$ cat src/rtl/muldiv_pkg.sv
// Shared encodings for the multiply/divide sequencer: opcode values and FSM states.
package muldiv_pkg;

    localparam logic [1:0] OP_MULT  = 2'b00;
    localparam logic [1:0] OP_MULTU = 2'b01;
    localparam logic [1:0] OP_DIV   = 2'b10;
    localparam logic [1:0] OP_DIVU  = 2'b11;

    typedef enum logic [1:0] {
        IDLE = 2'd0,
        CALC = 2'd1,
        FIX  = 2'd2
    } state_t;

endpackage

$ cat src/rtl/muldiv_step.sv
// One combinational iteration of the sequencer: shift-add multiply or restoring
// shift-subtract divide on magnitudes, selected by is_div.
module muldiv_step
    import muldiv_pkg::*;
#(
    parameter int WIDTH = 32
) (
    input  logic             is_div,
    input  logic [WIDTH-1:0] acc_hi,
    input  logic [WIDTH-1:0] acc_lo,
    input  logic [WIDTH-1:0] operand,
    output logic [WIDTH-1:0] nxt_hi,
    output logic [WIDTH-1:0] nxt_lo
);

    logic [WIDTH-1:0] addend;
    logic [WIDTH:0]   sum;
    logic [WIDTH:0]   shifted;
    logic [WIDTH-1:0] diff;
    logic             ge;

    always_comb begin
        addend  = acc_lo[0] ? operand : '0;
        sum     = {1'b0, acc_hi} + {1'b0, addend};
        // Partial remainder is WIDTH+1 bits wide once the next dividend bit is shifted in.
        shifted = {acc_hi, acc_lo[WIDTH-1]};
        ge      = (shifted >= {1'b0, operand});
        // When ge holds the true difference is below the divisor, so the low WIDTH bits are exact.
        diff    = shifted[WIDTH-1:0] - operand;
        if (is_div) begin
            nxt_hi = ge ? diff : shifted[WIDTH-1:0];
            nxt_lo = {acc_lo[WIDTH-2:0], ge};
        end else begin
            nxt_hi = sum[WIDTH:1];
            nxt_lo = {sum[0], acc_lo[WIDTH-1:1]};
        end
    end

endmodule

$ cat src/rtl/muldiv_seq.sv
// Multi-cycle MULT/MULTU/DIV/DIVU sequencer owning HI/LO; one bit per cycle,
// sign fixup in a final cycle, stall request while busy.
module muldiv_seq
    import muldiv_pkg::*;
#(
    parameter int WIDTH = 32,
    parameter int CNT_W = 6
) (
    input  logic             clk,
    input  logic             rst,
    input  logic             start,
    input  logic [1:0]       op,
    input  logic [WIDTH-1:0] src_a,
    input  logic [WIDTH-1:0] src_b,
    input  logic             wr_hi,
    input  logic             wr_lo,
    input  logic [WIDTH-1:0] wr_data,
    input  logic             rd_hilo,
    input  logic             flush,
    output logic             busy,
    output logic             stall_req,
    output logic             done,
    output logic [WIDTH-1:0] hi,
    output logic [WIDTH-1:0] lo
);

    function automatic logic [WIDTH-1:0] fix_word(input logic [WIDTH-1:0] v, input logic neg);
        return neg ? -v : v;
    endfunction

    function automatic logic [2*WIDTH-1:0] fix_dword(input logic [2*WIDTH-1:0] v, input logic neg);
        return neg ? -v : v;
    endfunction

    state_t             state;
    logic [CNT_W-1:0]   cnt;
    logic               is_div_q;
    logic               neg_res;
    logic               neg_rem;
    logic               div_zero;
    logic [WIDTH-1:0]   raw_a;
    logic [WIDTH-1:0]   operand;
    logic [WIDTH-1:0]   acc_hi;
    logic [WIDTH-1:0]   acc_lo;
    logic [WIDTH-1:0]   nxt_hi;
    logic [WIDTH-1:0]   nxt_lo;

    logic signed [WIDTH-1:0] sa;
    logic signed [WIDTH-1:0] sb;
    logic               sign_a;
    logic               sign_b;
    logic [WIDTH-1:0]   mag_a;
    logic [WIDTH-1:0]   mag_b;

    logic [2*WIDTH-1:0] prod;
    logic [WIDTH-1:0]   res_hi;
    logic [WIDTH-1:0]   res_lo;

    assign busy      = (state != IDLE);
    assign stall_req = busy & (rd_hilo | start | wr_hi | wr_lo);

    // Operand capture: magnitudes are held unsigned, so -2^(WIDTH-1) keeps its full magnitude.
    always_comb begin
        sa     = src_a;
        sb     = src_b;
        sign_a = ~op[0] & (sa < 0);
        sign_b = ~op[0] & (sb < 0);
        mag_a  = fix_word(src_a, sign_a);
        mag_b  = fix_word(src_b, sign_b);
    end

    muldiv_step #(.WIDTH(WIDTH)) u_step (
        .is_div  (is_div_q),
        .acc_hi  (acc_hi),
        .acc_lo  (acc_lo),
        .operand (operand),
        .nxt_hi  (nxt_hi),
        .nxt_lo  (nxt_lo)
    );

    // Datapath registers carry no reset; they are always reloaded on an accepted start.
    always_ff @(posedge clk) begin
        if (state == IDLE && start) begin
            is_div_q <= op[1];
            neg_res  <= sign_a ^ sign_b;
            neg_rem  <= sign_a;
            div_zero <= op[1] & (src_b == '0);
            raw_a    <= src_a;
            acc_hi   <= '0;
            acc_lo   <= op[1] ? mag_a : mag_b;
            operand  <= op[1] ? mag_b : mag_a;
        end else if (state == CALC) begin
            acc_hi   <= nxt_hi;
            acc_lo   <= nxt_lo;
        end
    end

    // Sign correction applied in FIX; divide-by-zero bypasses it entirely.
    always_comb begin
        prod   = fix_dword({acc_hi, acc_lo}, neg_res);
        res_hi = prod[2*WIDTH-1:WIDTH];
        res_lo = prod[WIDTH-1:0];
        if (is_div_q) begin
            if (div_zero) begin
                res_hi = raw_a;
                res_lo = '1;
            end else begin
                res_hi = fix_word(acc_hi, neg_rem);
                res_lo = fix_word(acc_lo, neg_res);
            end
        end
    end

    always_ff @(posedge clk) begin
        if (rst) begin
            state <= IDLE;
            cnt   <= '0;
            hi    <= '0;
            lo    <= '0;
            done  <= 1'b0;
        end else begin
            done <= 1'b0;
            case (state)
                IDLE: begin
                    if (start) begin
                        if (!flush) begin
                            state <= CALC;
                            cnt   <= CNT_W'(WIDTH);
                        end
                    end else begin
                        if (wr_hi) hi <= wr_data;
                        if (wr_lo) lo <= wr_data;
                    end
                end
                CALC: begin
                    if (flush) begin
                        state <= IDLE;
                    end else begin
                        cnt <= cnt - 1'b1;
                        if (cnt == CNT_W'(1)) state <= FIX;
                    end
                end
                FIX: begin
                    state <= IDLE;
                    if (!flush) begin
                        hi   <= res_hi;
                        lo   <= res_lo;
                        done <= 1'b1;
                    end
                end
                default: state <= IDLE;
            endcase
        end
    end

endmodule

$ cat config.mk
export PLATFORM = sky130hd
export DESIGN_NAME = muldiv_seq
export DESIGN_NICKNAME = d
export VERILOG_FILES = /design/src/rtl/muldiv_pkg.sv /design/src/rtl/muldiv_step.sv /design/src/rtl/muldiv_seq.sv
export SDC_FILE = /design/constraint.sdc
export NUM_CORES = 1
export LEC_CHECK = 0
export BUFFER_PORTS_ARGS = -buffer_cell sky130_fd_sc_hd__buf_4
export CAP_MARGIN = 0
export CELL_PAD_IN_SITES_DETAIL_PLACEMENT = 1
export CELL_PAD_IN_SITES_GLOBAL_PLACEMENT = 1
export CORE_UTILIZATION = 41
export DETAILED_ROUTE_END_ITERATION = 6
export GPL_ROUTABILITY_DRIVEN = 0
export PLACE_DENSITY_LB_ADDON = 0.05
export SLEW_MARGIN = 20
export SYNTH_ARGS = -nofsm -noshare
export SYNTH_HDL_FRONTEND = slang
export SYNTH_HIERARCHICAL = 1
export SYNTH_SLANG_ARGS = --single-unit
$ cat constraint.sdc
create_clock -name clk -period 3.7 [get_ports clk]
set_input_delay 0.74 -clock clk [delete_from_list [all_inputs] [get_ports clk]]
set_output_delay 0.74 -clock clk [all_outputs]
set_load 0.005 [all_outputs]
## After elaboration in Yosys (flattened, before gate mapping)

Index checks and enable logic that the tools add are counted.
W data, S select, Z words.

- Output and inout bits: 67
- Register bits after elaboration: 205

- Muxes and demuxes: 35
- Reductions and logical operators: 12
- Bitwise operators: 10
- Add/sub/neg operators: 8
- Equal/unequal tests: 11
- Magnitude comparators: 3

Operator list:

| kind | count |
|---|---|
| $mux W32 | 22 |
| $neg A32 Y32 | 4 |
| $pmux W32 S2 | 2 |
| $lt A32 B1 Y1 const B | 2 |
| $mux W64 | 1 |
| $neg A64 Y64 | 1 |
| $add A32 B32 Y33 | 1 |
| $ge A33 B32 Y1 | 1 |
| $logic_not A32 Y1 | 1 |
| $sub A32 B32 Y32 | 1 |
| $mux W6 | 3 |
| $ne A2 B2 Y1 const B | 7 |
| $pmux W6 S2 | 1 |
| $reduce_and A4 Y1 | 3 |
| $mux W2 | 4 |
| $reduce_bool A2 Y1 | 4 |
| $eq A6 B1 Y1 const B | 1 |
| $sub A6 B1 Y6 const B | 1 |
| $and A1 B1 Y1 | 4 |
| $pmux W2 S2 | 1 |
| $ne A3 B2 Y1 const B | 1 |
| $or A1 B1 Y1 | 3 |
| $reduce_and A3 Y1 | 1 |
| $eq A2 B1 Y1 const B | 1 |
| other kinds (7) | 8 |

## Depth between registers and ports, before layout

- Word-level depth: 6
- Mapped depth: 15

## By module

Netlist, hierarchy kept.

Modules (own cells, without submodules):

| module | times used | cells each | area each (um^2) | sequential area each (um^2) |
|---|---|---|---|---|
| muldiv_seq | 1 | 1527 | 12791.0 | 5104.9 |
| muldiv_step | 1 | 705 | 4867.2 | 0.0 |

## Worst setup path before layout

No wires, ideal clock.

- Path kind: input to register
- From: in start
- To: reg div_zero, enable pin
- Setup time: 0.459 ns
- Path slack: -0.030 ns
- Path buffers: 2
- Data required time: 3.241 ns
- Stages on the path: 4
- Arrival: 3.272 ns
- Cell sequence: nand2_1 > clkinv_1 > clkbuf_1 > buf_1

- Cells in the longest elaborated chain, start to end: 1

RTL lines:

| what | line | text |
|---|---|---|
| start: declaration | muldiv_seq.sv:11 | `input logic start,` |
| $logic_and A1 B1 Y1 | muldiv_seq.sv:83 | `if (state == IDLE && start) begin` |
| end signal: assignment | muldiv_seq.sv:87 | `div_zero <= op[1] & (src_b == '0);` |
| end: declaration | muldiv_seq.sv:40 | `logic div_zero;` |

No other way between the ends.
A chain may end at the register's enable or synchronous reset.

## Worst setup path after layout

- From: reg acc_lo[11]
- To: reg hi[12]

- Cells in the longest elaborated chain, start to end: 5

RTL lines:

| what | line | text |
|---|---|---|
| start: declaration | muldiv_seq.sv:44 | `logic [WIDTH-1:0] acc_lo;` |
| start signal: assignment | muldiv_seq.sv:90 | `acc_lo <= op[1] ? mag_a : mag_b;` |
| start signal: assignment | muldiv_seq.sv:94 | `acc_lo <= nxt_lo;` |
| $neg A64 Y64 | muldiv_seq.sv:32 | `return neg ? -v : v;` |
| $mux W64 | muldiv_seq.sv:32 |  |
| $mux W32 | muldiv_seq.sv:103 | `if (is_div_q) begin` |
| $mux W32 | muldiv_seq.sv:145 | `if (!flush) begin` |
| $pmux W32 S2 | muldiv_seq.sv:123 | `case (state)` |
| end signal: assignment | muldiv_seq.sv:131 | `if (wr_hi) hi <= wr_data;` |
| end signal: assignment | muldiv_seq.sv:146 | `hi <= res_hi;` |
| end: declaration | muldiv_seq.sv:23 | `output logic [WIDTH-1:0] hi,` |

No other way between the ends. The select of a mux whose other input is x is not followed.

==> impl_results.md <==
* Slew Limit Headroom at 27.69%
* Post-synthesis compound-gate area fraction at 25.83%
* TritonRoute pass-1 iters at 5
* Worst path required time at 4.11 ns
* Mux cell area share after synthesis at 4.613%
* CP max FO at 8
* TritonCTS clock tree: yes
* Crit-path cells: nor4_2, nand3_1, or4_1, o21a_1, o221ai_1, a211oi_1
* Pin count of the biggest net entering global routing at 103
* WHS Path Cells at 1
* Final Critical Period at 3.562 ns
* Clk buf depth at 3
* Fillers at 5155
* IO buf count at 171
* DRC viols at 0
* Final Max Slew Viols at 0
* Core Util, Final at 48.87%
* CTS H-Tree Depth at 1
* Antenna viol nets, final at 0
* Synth Area in XOR/XNOR at 7.886%
* Cell Rows at 75
* Sink Count at 205
* Adder-cell area share of the yosys netlist at 5.187%
* Hold endpoint: raw_a[0]
* RSZ-0062 raised after global routing: no
* Post-synthesis cell type count at 100
* Number of synthesized flops with an enable pin at 100
* Num CTS Buffers at 25
* Synthesized area per cell at 7.911 um^2
* Worst-skew pair later-pin latency at 0.56 ns
* Outcome: complete, no violations
* Leakage at 0.008277 uW
* Vias per cell at 6.436
* Worst setup SP type: flip-flop
* Reg area at 0.005105 mm^2
* Seq/Total Area, Yosys at 28.91%
* Final setup TNS at 0 ns
* Top cells by area, synth: edfxtp_1, dfxtp_1, a21oi_1, nand2_1, ha_1
* CP Buf/Inv Count at 0
* Max_cap viols at 0
* Reg clk slew, reported paths at 0.06 ns
* Starting density of the core at 41.82%
* Worst R2R Path Depth at 6
* Synth area leader: edfxtp_1
* # IOs at 172
* Root Driver: clkbuf_16
* Area occupied by multi-input gates at 0.01167 mm^2
* Number of setup violations in the final report at 0
* Worst R2R Start: acc_lo[11]
* Via count at 18860
* Nature of the critical path endpoint: flip-flop
* Worst Hold Launch: src_a[0]
* Worst Tran Pin Value at 1.082 ns
* Async SR Flop Fraction at 0%
* Area share of and/or/nand/nor cells after synthesis at 22.43%
* DR WL/cell at 26.50 um
* First-pass GRT wire length at 115200 um
* Hold crit path type: primary input to flip-flop
* Synth Flop Type: dfxtp_1
* Dpl hpwl at 60890 um
* Clock skew at 0.01134 ns
* Ant. Diodes at 0
* Mapped cell area at 0.01766 mm^2
* Yosys warning count at 6
* Initial DRC count at 1908
* DIE HEIGHT at 209.5 um
* Fin. Hold Viols at 0
* Synth Net Count at 2409
* Die width at 209.5 um
* Total grt overflow at 0
* Gr usage total at 34.46%
* Pwr dens at 373.8 mW/mm^2
* Fin nets at 2550
* WS Path Type: flip-flop to flip-flop
* P&R area growth vs syn at 16.87%
* Top cell type's share of synthesized area at 17.01%
* CP max-delay cell: or4_1
* Crit path max-delay family: simple AND/OR/NAND/NOR gates
* Initial antenna violation count at 1
* R2R Setup Slk at 0.14 ns
* DIE AREA at 0.04390 mm^2
* Cell count after synthesis at 2232
* Largest family of logic cells by synthesized area: compound AO/OA/AOI/OAI gates
* Worst VDD drop at 0.2565 mV
* Vias in the first global route at 18300
* CP max stage delay at 0.85 ns
* Hold-fix buffers, CTS at 0
* Proportion of layout cells with a drive suffix above 1 at 16.68%
* Worst r2r dst: hi[12]
* Arr. time, crit path at 3.98 ns
* Core area at 0.04223 mm^2
* Peak Freq at 0.2807 GHz
* Seq cells post-synth at 205
* Fin crit share at 96.28%
* DRT Wirelength at 77670 um
## cell usage after synthesis (7+ instances only)
cell type	count
and2_1	40
inv_1	73
mux2_2	35
mux2i_1	42
nand4_1	25
or4_1	18
a21oi_1	243
nand3_1	53
nor2_1	191
o22ai_1	11
xor2_1	67
o21ai_0	94
nor3_1	59
and4_1	7
a21o_1	39
a31oi_1	42
nor2b_1	17
ha_1	70
o221ai_1	43
o41ai_1	16
edfxtp_1	100
o21ai_1	7
a211o_1	9
o31a_1	9
o31ai_1	27
clkbuf_1	119
nor4_1	31
a211oi_1	23
or2_2	9
nand2b_1	22
o21a_1	24
and3_1	17
o211ai_1	27
o21bai_1	8
or3_1	17
buf_2	12
buf_1	19
xnor2_1	92
nor3b_1	8
nand2_1	241
dfxtp_1	105
## stage by stage
step / hold WS (ns) / total power [uW] / instances / setup WS (ns) / area [um^2]
2_1_floorplan: 0.4482 / 4118 / 2232 / 0.04741 / 17660
3_3_place_gp: 0.4421 / 4992 / 2883 / 0.2912 / 19750
3_5_place_dp: 0.4453 / 5047 / 2883 / 0.1995 / 19750
4_1_cts: 0.3851 / 7678 / 2929 / 0.1531 / 20610
5_1_grt: 0.3953 / 7982 / 2931 / 0.01145 / 20640
6_report: 0.4056 / 7715 / 2931 / 0.1376 / 20640
## registers in the layout, summed over array words and instances, names as in the netlist
name,cells
div_zero,1
acc_lo,32
acc_hi,32
lo,32
cnt,6
state,2
neg_res,1
done,1
operand,32
raw_a,32
is_div_q,1
hi,32
neg_rem,1
## layout by cell type (no fill, tap or decap), types with 67 or more instances in the layout
| cell | n |
|---|---|
| ha_1 | 70 |
| xor2_1 | 67 |
| nor2_1 | 191 |
| a21oi_1 | 241 |
| dfxtp_1 | 105 |
| edfxtp_1 | 100 |
| buf_4 | 268 |
| nand2_1 | 241 |
| xnor2_1 | 92 |
| inv_1 | 73 |
| o21ai_0 | 94 |
## cells by family after synthesis
kind of cell,count (synthesis)
compound gates,693
fa+ha+maj,72
xor+xnor,159
simple gates,795
flops,205
mux,77
buf+inv,231
## power breakdown
group / total [uW] / internal [uW] / leakage, uW / switching, uW
Combinational: 2250 / 843 / 0.00602 / 1410
Sequential: 2820 / 2580 / 0.00183 / 236
Clock: 2650 / 1550 / 0.000425 / 1100
## worst register-to-register path: cells and delay by family, from the launching register on
kind	cells	cell delay, ns
DFF	1	0.53
AOI/OAI and AO/OA	3	0.78
and+or+nand+nor	3	2.11
## how the worst max path moves through the flow
stage / slack [ns] / endpoint / start / cells after the start
after floorplan: 0.05 / div_zero / start / 4
after global placement: 0.29 / acc_hi[30] / acc_lo[0] / 14
after detailed placement: 0.20 / acc_hi[30] / acc_lo[0] / 14
after CTS: 0.15 / acc_hi[30] / acc_lo[0] / 13
after global routing: 0.01 / acc_hi[28] / acc_lo[31] / 15
final: 0.14 / hi[12] / acc_lo[11] / 6
## routing by layer
layer  global-route usage, %  wire (um)
met1                   47.75      33220
met2                   54.06      34490
met3                   5.776       6893
met4                   11.98       3068
met5                       0          0
## cell type report
cell class                      count  area share (%)
Inverter                           76           1.394
Tap cell                          539           3.268
Clock buffer                       31           3.347
Sequential cell                   205           24.74
Multi-Input combinational cell   1796           56.57
Clock inverter                     15          0.8367
Timing Repair Buffer              269           9.846
## timing repair
item                                    in CTS  in global routing
gates resized for setup                      0                  2
buffers inserted                             0                  2
endpoints found under the setup margin       0                  2
No activity file was read; power rests on OpenSTA's default activity.
